`src/rtl/ram32_arbiter_pkg.sv`:
```
// rtl/ram32_arbiter_pkg.sv - shared widths, FSM states and request bundle for the RAM32 arbiter
package ram32_arbiter_pkg;

  localparam int ADDR_W = 5;
  localparam int DATA_W = 32;
  localparam int BE_W   = 4;

  typedef enum logic [1:0] {
    CLEAR = 2'd0,
    IDLE  = 2'd1,
    LOCK0 = 2'd2,
    LOCK1 = 2'd3
  } state_t;

  typedef struct packed {
    logic [BE_W-1:0]   be;
    logic [ADDR_W-1:0] addr;
    logic [DATA_W-1:0] wdata;
    logic              lock;
  } req_t;

endpackage

```
`src/rtl/ram32_arbiter_grant.sv`:
```
// rtl/ram32_arbiter_grant.sv - combinational two-port grant; RAM32_ARBITER_ROUND_ROBIN_EN adds a priority pointer
module ram32_arbiter_grant
  import ram32_arbiter_pkg::*;
(
  input  logic       clk,
  input  logic       rst_n,
  input  state_t     state,
  input  logic [1:0] valid,
  input  logic [1:0] lock,
  output logic [1:0] grant
);

  logic ptr;

`ifdef RAM32_ARBITER_ROUND_ROBIN_EN
  // Pointer only advances on unlocked beats taken from IDLE, so it is frozen across a lock.
  always_ff @(posedge clk) begin
    if (!rst_n) begin
      ptr <= 1'b0;
    end else if (state == IDLE && |(grant & ~lock)) begin
      ptr <= ~ptr;
    end
  end
`else
  logic unused;
  assign ptr    = 1'b0;
  assign unused = &{1'b0, clk, rst_n, lock};
`endif

  always_comb begin
    grant = 2'b00;
    case (state)
      IDLE: begin
        if (valid[0] && valid[1]) begin
          grant = ptr ? 2'b10 : 2'b01;
        end else begin
          grant = valid;
        end
      end
      LOCK0:   grant[0] = valid[0];
      LOCK1:   grant[1] = valid[1];
      default: grant = 2'b00;
    endcase
  end

endmodule

```
`src/rtl/ram32_arbiter.sv`:
```
// rtl/ram32_arbiter.sv - clears then shares one RAM32 macro between two ports; RAM32_ARBITER_ROUND_ROBIN_EN selects round-robin priority
module ram32_arbiter
  import ram32_arbiter_pkg::*;
#(
  parameter int                WORDS       = 32,
  parameter logic [DATA_W-1:0] CLEAR_VALUE = '0
) (
  input  logic              clk,
  input  logic              rst_n,
  input  logic              p0_valid,
  output logic              p0_ready,
  input  logic [BE_W-1:0]   p0_be,
  input  logic [ADDR_W-1:0] p0_addr,
  input  logic [DATA_W-1:0] p0_wdata,
  input  logic              p0_lock,
  output logic              p0_rsp_valid,
  output logic [DATA_W-1:0] p0_rsp_rdata,
  input  logic              p1_valid,
  output logic              p1_ready,
  input  logic [BE_W-1:0]   p1_be,
  input  logic [ADDR_W-1:0] p1_addr,
  input  logic [DATA_W-1:0] p1_wdata,
  input  logic              p1_lock,
  output logic              p1_rsp_valid,
  output logic [DATA_W-1:0] p1_rsp_rdata,
  output logic              ram_en,
  output logic [ADDR_W-1:0] ram_a,
  output logic [BE_W-1:0]   ram_we,
  output logic [DATA_W-1:0] ram_di,
  input  logic [DATA_W-1:0] ram_do,
  output logic              init_done
);

  state_t            state, state_next;
  logic [ADDR_W-1:0] clr_cnt;
  logic              rsp_pend;
  logic              rsp_port;
  logic [1:0]        grant;
  logic [1:0]        ready;
  logic              accept;
  logic              port;
  req_t              req0, req1, sel;

  assign req0 = '{be: p0_be, addr: p0_addr, wdata: p0_wdata, lock: p0_lock};
  assign req1 = '{be: p1_be, addr: p1_addr, wdata: p1_wdata, lock: p1_lock};

  ram32_arbiter_grant u_grant (
    .clk   (clk),
    .rst_n (rst_n),
    .state (state),
    .valid ({p1_valid, p0_valid}),
    .lock  ({p1_lock, p0_lock}),
    .grant (grant)
  );

  // Outputs are gated by rst_n so a reset cycle kills a response that was already in flight.
  assign ready  = grant & {2{rst_n}};
  assign accept = |ready;
  assign port   = ready[1];
  assign sel    = port ? req1 : req0;

  always_ff @(posedge clk) begin
    if (!rst_n) begin
      state    <= CLEAR;
      clr_cnt  <= '0;
      rsp_pend <= 1'b0;
      rsp_port <= 1'b0;
    end else begin
      state <= state_next;
      if (state == CLEAR) begin
        clr_cnt <= clr_cnt + ADDR_W'(1);
      end
      rsp_pend <= accept;
      rsp_port <= port;
    end
  end

  always_comb begin
    state_next = state;
    ram_en     = 1'b0;
    ram_a      = '0;
    ram_we     = '0;
    ram_di     = '0;
    case (state)
      CLEAR: begin
        ram_en = 1'b1;
        ram_we = '1;
        ram_a  = clr_cnt;
        ram_di = CLEAR_VALUE;
        if (clr_cnt == ADDR_W'(WORDS - 1)) begin
          state_next = IDLE;
        end
      end
      default: begin
        if (accept) begin
          ram_en     = 1'b1;
          ram_a      = sel.addr;
          ram_we     = sel.be;
          ram_di     = sel.wdata;
          state_next = sel.lock ? (port ? LOCK1 : LOCK0) : IDLE;
        end
      end
    endcase
    if (!rst_n) begin
      ram_en = 1'b0;
      ram_we = '0;
    end
  end

  assign p0_ready     = ready[0];
  assign p1_ready     = ready[1];
  assign p0_rsp_valid = rst_n & rsp_pend & ~rsp_port;
  assign p1_rsp_valid = rst_n & rsp_pend & rsp_port;
  assign p0_rsp_rdata = ram_do;
  assign p1_rsp_rdata = ram_do;
  assign init_done    = rst_n && (state != CLEAR);

endmodule

```
`config.mk`:
```
export PLATFORM = sky130hd
export DESIGN_NAME = ram32_arbiter
export DESIGN_NICKNAME = d
export VERILOG_FILES = /design/src/rtl/ram32_arbiter_pkg.sv /design/src/rtl/ram32_arbiter_grant.sv /design/src/rtl/ram32_arbiter.sv
export SDC_FILE = /design/constraint.sdc
export NUM_CORES = 1
export LEC_CHECK = 0
export CORE_AREA = 2 2 90 92
export DETAILED_ROUTE_END_ITERATION = 12
export DIE_AREA = 0 0 92 94
export PLACE_DENSITY = 0.76
export SYNTH_ARGS = -nofsm -noshare
export SYNTH_HDL_FRONTEND = slang
export SYNTH_SLANG_ARGS = --single-unit
```
`constraint.sdc`:
```
create_clock -name clk -period 1.6 [get_ports clk]
set_input_delay 0.24 -clock clk [delete_from_list [all_inputs] [get_ports clk]]
set_output_delay 0.24 -clock clk [all_outputs]
set_load 0.01 [all_outputs]
```
## Yosys cells after proc, flatten, opt, wreduce, memory -nomap -nowiden

Cells that the tools add are included.

- Output and inout port bits: 111
- Register bits: 9
- Word-level logic and storage cells: 41

- Multiplexer cells: 19
- $add $sub $neg: 1
- Reduce and logical (&&, ||, !) cells: 7
- Bitwise operators: 5
- Eq/ne operators: 5

Operators with widths:

| cell | count |
|---|---|
| 32-bit two-way mux | 2 |
| 42-bit two-way mux | 1 |
| 4-bit two-way mux | 3 |
| 2-bit two-way mux | 5 |
| 5-bit two-way mux | 2 |
| 5-bit by 1-bit adder with 5-bit output, second input constant | 1 |
| 5-bit equality test, second input constant | 1 |
| 2-bit equality test, second input constant | 2 |
| 1-bit two-way mux | 4 |
| 1-bit one-hot mux with 2 select lines | 2 |
| 2-bit nonzero test | 2 |
| 1-bit bitwise AND | 3 |
| 2-bit bitwise AND | 1 |
| 2-bit by 1-bit equality test with 1-bit output, second input constant | 1 |
| 1-bit logical AND | 2 |
| 2-bit logical NOT | 1 |
| 2-bit by 1-bit inequality test with 1-bit output, second input constant | 1 |
| 2-bit AND reduction | 1 |
| 2-bit OR reduction | 1 |
| 1-bit inverter | 1 |

## Longest topological paths before layout

- Depth in word-level cells: 8
- Mapped depth: 8

## Hierarchy

Synthesis repeated with hierarchy kept, for this count alone.

- Cell total of the unflattened synthesis: 260
- Area total of the unflattened synthesis: 1806.7 µm²

Modules (own cells, without submodules):

| module | times used | sequential area each (µm²) | area each (µm²) | cells an instance |
|---|---|---|---|---|
| ram32_arbiter | 1 | 180.2 | 1716.6 | 249 |
| ram32_arbiter_grant | 1 | 0.0 | 90.1 | 11 |

## Worst setup path after synthesis

No wires, ideal clock.

- Path type: reg-to-output
- From: register state[1]
- To: output port ram_di[10]
- Cell stages (with the launch flop): 8
- Path slack: -0.196 ns
- Data required time: 1.360 ns
- Data arrival time: 1.556 ns
- Cell sequence: dfxtp_1 -> inv_1 -> ha_1 -> nor2b_1 -> o21ai_4 -> clkbuf_1 -> nand2_1 -> a21oi_1

- Word-level cells in the longest chain between the ends: 6

RTL lines:

| what | line | RTL |
|---|---|---|
| start, declared | ram32_arbiter.sv:34 | `state_t state, state_next;` |
| start signal, assigned | ram32_arbiter.sv:69 | `state <= state_next;` |
| 2-bit equality test or 2-bit by 1-bit equality test with 1-bit output (tied branches) | ram32_arbiter_grant.sv:32 | `case (state)` |
| 1-bit one-hot mux with 2 select lines | ram32_arbiter_grant.sv:32 |  |
| 2-bit bitwise AND | ram32_arbiter.sv:57 | `assign ready = grant & {2{rst_n}};` |
| 42-bit two-way mux or 2-bit OR reduction (tied branches) | ram32_arbiter.sv:60, ram32_arbiter.sv:58 |  |
| 32-bit two-way mux | ram32_arbiter.sv:95 | `if (accept) begin` |
| 32-bit two-way mux (*) | ram32_arbiter.sv:84 | `case (state)` |
| end, declared | ram32_arbiter.sv:29 | `output logic [DATA_W-1:0] ram_di,` |

Mark *: on every way between the ends. The rest lies on a longest branch, timed or not.

## Final worst setup path

- From: register state[0]
- To: output port ram_a[1]

- Word-level cells in the longest chain between the ends: 6

RTL lines:

| what | line | RTL |
|---|---|---|
| 2-bit equality test or 2-bit by 1-bit equality test with 1-bit output (tied branches) | ram32_arbiter_grant.sv:32 |  |
| 1-bit one-hot mux with 2 select lines | ram32_arbiter_grant.sv:32 |  |
| 2-bit bitwise AND | ram32_arbiter.sv:57 |  |
| 42-bit two-way mux or 2-bit OR reduction (tied branches) | ram32_arbiter.sv:60, ram32_arbiter.sv:58 |  |
| 5-bit two-way mux | ram32_arbiter.sv:95 |  |
| 5-bit two-way mux (*) | ram32_arbiter.sv:84 |  |
| end, declared | ram32_arbiter.sv:27 | `output logic [ADDR_W-1:0] ram_a,` |

Marks and branches as above.

==> summary.txt <==
Power
  • Max IR drop VDD: 0.247 mV
  • Tot Pwr: 825 uW
  • Leakage: 0.00154 uW
  • Pwr dens: 236 mW/mm^2

Placed design
  • Inst Count DP: between 400 and 500
  • Placed Area: 0.00293 mm^2
  • Count of port buffers added during placement: between 100 and 150
  • HPWL Detailed: 5210 um
  • GPL Wtd Cong: 0.741

Status
  • Status: complete, but fails checks
  • Failing checks: setup timing

Layout
  • Area occupied by multi-input gates: approximately 0.0012 mm^2
  • Fillers: between 700 and 800
  • Area Overhead vs Synth: 113%
  • Layout Cells excl Fill: 468
  • Design Area, Final: 0.00350 mm^2
  • Storage cell area: 188 um^2
  • Net count, final: between 400 and 500
  • Antenna diode count: 0
  • Layout cells sized above 1: 0.451

Die
  • Starting Density: 0.216
  • # rows: 32
  • Core area: 0.00761 mm^2
  • Die X: 92 um
  • Die Area: 0.00865 mm^2
  • I/O pin count: 231
  • Die height: 94 um

Yosys
  • Most common flop cell mapped by yosys: dfxtp_1
  • Synth Cell Area: 0.00164 mm^2
  • Syn avg cell area: 6.47 um^2
  • Netlist cell types: 33
  • Post-synth top area share: 0.297
  • Most common library cells after synthesis: 74 x nand2_1, 65 x buf_4, 32 x a21oi_1
  • Gate Count Post-Synth: 254
  • Synth area leader: buf_4
  • Synth warnings: 0
  • EDFF count, synth: 0
  • Most frequent cell after synthesis: nand2_1
  • Syn Nets: 380
  • Sequential-to-total area share from yosys stat: 0.110
  • Ys async rst share: 0
  • Synth area leaders: buf_4 30%, nand2_1 17%, dfxtp_1 11%
  • Synth Register Bits: 9

Timing
  • Final period util: 1.35
  • Worst Max-Slew Pin Slew: approximately 280 ps
  • Pins Over Slew Limit: 0
  • Clk_skew: ~2.3 ps
  • Final Hold Viols: 0
  • RSZ-0062 raised after global routing: true
  • Fmax: 0.463 GHz
  • Time the worst path needs with I/O delays and setup: between 2000 and 2500 ps
  • Worst Setup Slack, final: -559 ps
  • Final setup violation count: between 40 and 50
  • Max_slew headroom: 0.816

Route
  • ANT nets after route: 0
  • Wirelength per Cell: 16.0 um
  • Initial DRC count: 17
  • DR pass1 iterations: 4
  • DRC viols: 0
  • Final wirelength: 7500 um
  • DR vias: 2079
  • Post-DR vias/cell: 4.44

Global route
  • First-pass GRT wire length: 10800 um
  • Antenna violations before repair: 0
  • Global Route Usage Sum: 0.156
  • Largest net degree at the start of global routing: 22
  • Vias in the first global route: 2149
  • Grt total ovfl: 0

Run
  • Max-cap violations: 0

Critical path
  • R2R Setup Slk: -200 ps
  • R2r startpoint: state[1]$_SDFFE_PN0P_
  • CP max FO: 5
  • Reg-to-Reg End: state[1]$_SDFFE_PN0P_
  • CP Capture Type: output port
  • Critical path required time: roughly 1400 ps
  • R2r worst-path depth: 10
  • Setup Crit Path Kind: flop to output port
  • Crit path launch type: flop
  • Worst path arrival time: 1920 ps

CTS
  • Clock Path Buffers: 2
  • H-tree levels: 1
  • Clock slew at reported path FFs: 50 ps
  • Hold_buf cts: 0
  • Clk Latency, worst-skew pair: 240 ps
  • TritonCTS clock tree: built
  • CTS Buf Count: 3
  • Clock Sinks: 9
  • Root Buffer: clkbuf_8

Worst hold path
  • Hold WC Path Type: primary input to output port
  • Hold path depth: 0
  • Min-delay src: ram_do[27]
  • Min-Delay Endpoint: p0_rsp_rdata[27]
## area by class of cell
type                            instances  share of cell area
Tap cell                              102              0.0364
Timing Repair Buffer                  186               0.537
Multi-Input combinational cell        162               0.353
Sequential cell                         9              0.0536
Inverter                                5             0.00750
Clock buffer                            4              0.0129
## routing by layer
layer	track usage	vias to the layer above	wire length (um)
li1	-	1000	-
met1	0.174	947	2870
met2	0.303	123	3990
met3	0.0281	9	538
met4	0.0423	0	97
met5	0	-	0
## where the power goes
| group | leakage [uW] | internal (uW) | total (uW) | switching (uW) |
|---|---|---|---|---|
| Sequential | 0.0000747 | 228 | 235 | 7.09 |
| Clock | 0.0000228 | 174 | 269 | 95.3 |
| Combinational | 0.00144 | 226 | 321 | 94.9 |
| Total | 0.00154 | 628 | 825 | 197 |
## kinds of logic (layout without fill, tap and decap cells)
| family | count (synthesis) | after routing | synth area share |
|---|---|---|---|
| flip-flops | 9 | 9 | 0.110 |
| buffers and inverters | 83 | 195 | 0.343 |
| AND/OR/NAND/NOR | 94 | 94 | 0.242 |
| AO/OA/AOI/OAI | 57 | 57 | 0.231 |
| multiplexers | 2 | 2 | 0.0122 |
| adder cells (fa/ha/maj) | 6 | 6 | 0.0457 |
| XOR/XNOR | 3 | 3 | 0.0160 |
## registers in the layout (all words and copies together) (netlist names)
name	flops
clr_cnt	5
rsp_pend	1
rsp_port	1
state	2
## through the flow
| stage | setup slack, ps | hold WS (ps) | TNS [ps] | util |
|---|---|---|---|---|
| after global routing | -646 | 480 | -24430 | 0.460 |
| after CTS | -563 | 480 | -21570 | 0.432 |
| final | -559 | 480 | -21190 | 0.460 |
| after floorplan | -138 | 368 | -4800 | - |
| after global placement | -878 | 480 | -37610 | 0.386 |
| after detailed placement | -914 | 480 | -39420 | 0.386 |
## what timing repair did
| item | in CTS | in global routing |
|---|---|---|
| cloned | 4 | 3 |
| resized for setup | 235 | 39 |
| endpoints found under the setup margin | 49 | 48 |
| buffers inserted | 25 | 8 |
| pin swaps | 10 | 8 |
## worst max-delay path: stages (launching register included)
cell	delay, ps
dfxtp_4	380
inv_4	50
ha_4	270
nand2_4	50
a2111oi_4	290
buf_4	210
buf_6	110
a22oi_1	60
o21ai_1	120
buf_2	140
## cells in the final DEF, fill, tap and decap left out, types with 4 or more instances in the layout
cell type,n
a21oi_2,21
a21oi_4,11
a22oi_1,4
buf_12,11
buf_2,33
buf_4,18
buf_6,28
clkdlybuf4s50_1,85
dfxtp_1,7
nand2_1,64
nand2_2,8
nor2b_1,6
o21ai_1,5
## worst max path at each step
| stage | startpoint | slack [ps] | to | cells after the start |
|---|---|---|---|---|
| global route | state[0]$_SDFFE_PN0P_ | -650 | ram_a[2] | 9 |
| CTS | state[1]$_SDFFE_PN0P_ | -560 | ram_di[20] | 11 |
| finish | state[0]$_SDFFE_PN0P_ | -560 | ram_a[1] | 9 |
| floorplan | state[0]$_SDFFE_PN0P_ | -140 | ram_a[0] | 6 |
| global placement | rst_n | -880 | ram_a[0] | 7 |
| detailed placement | rst_n | -910 | ram_a[0] | 7 |
No activity file was read; power rests on OpenSTA's default activity.
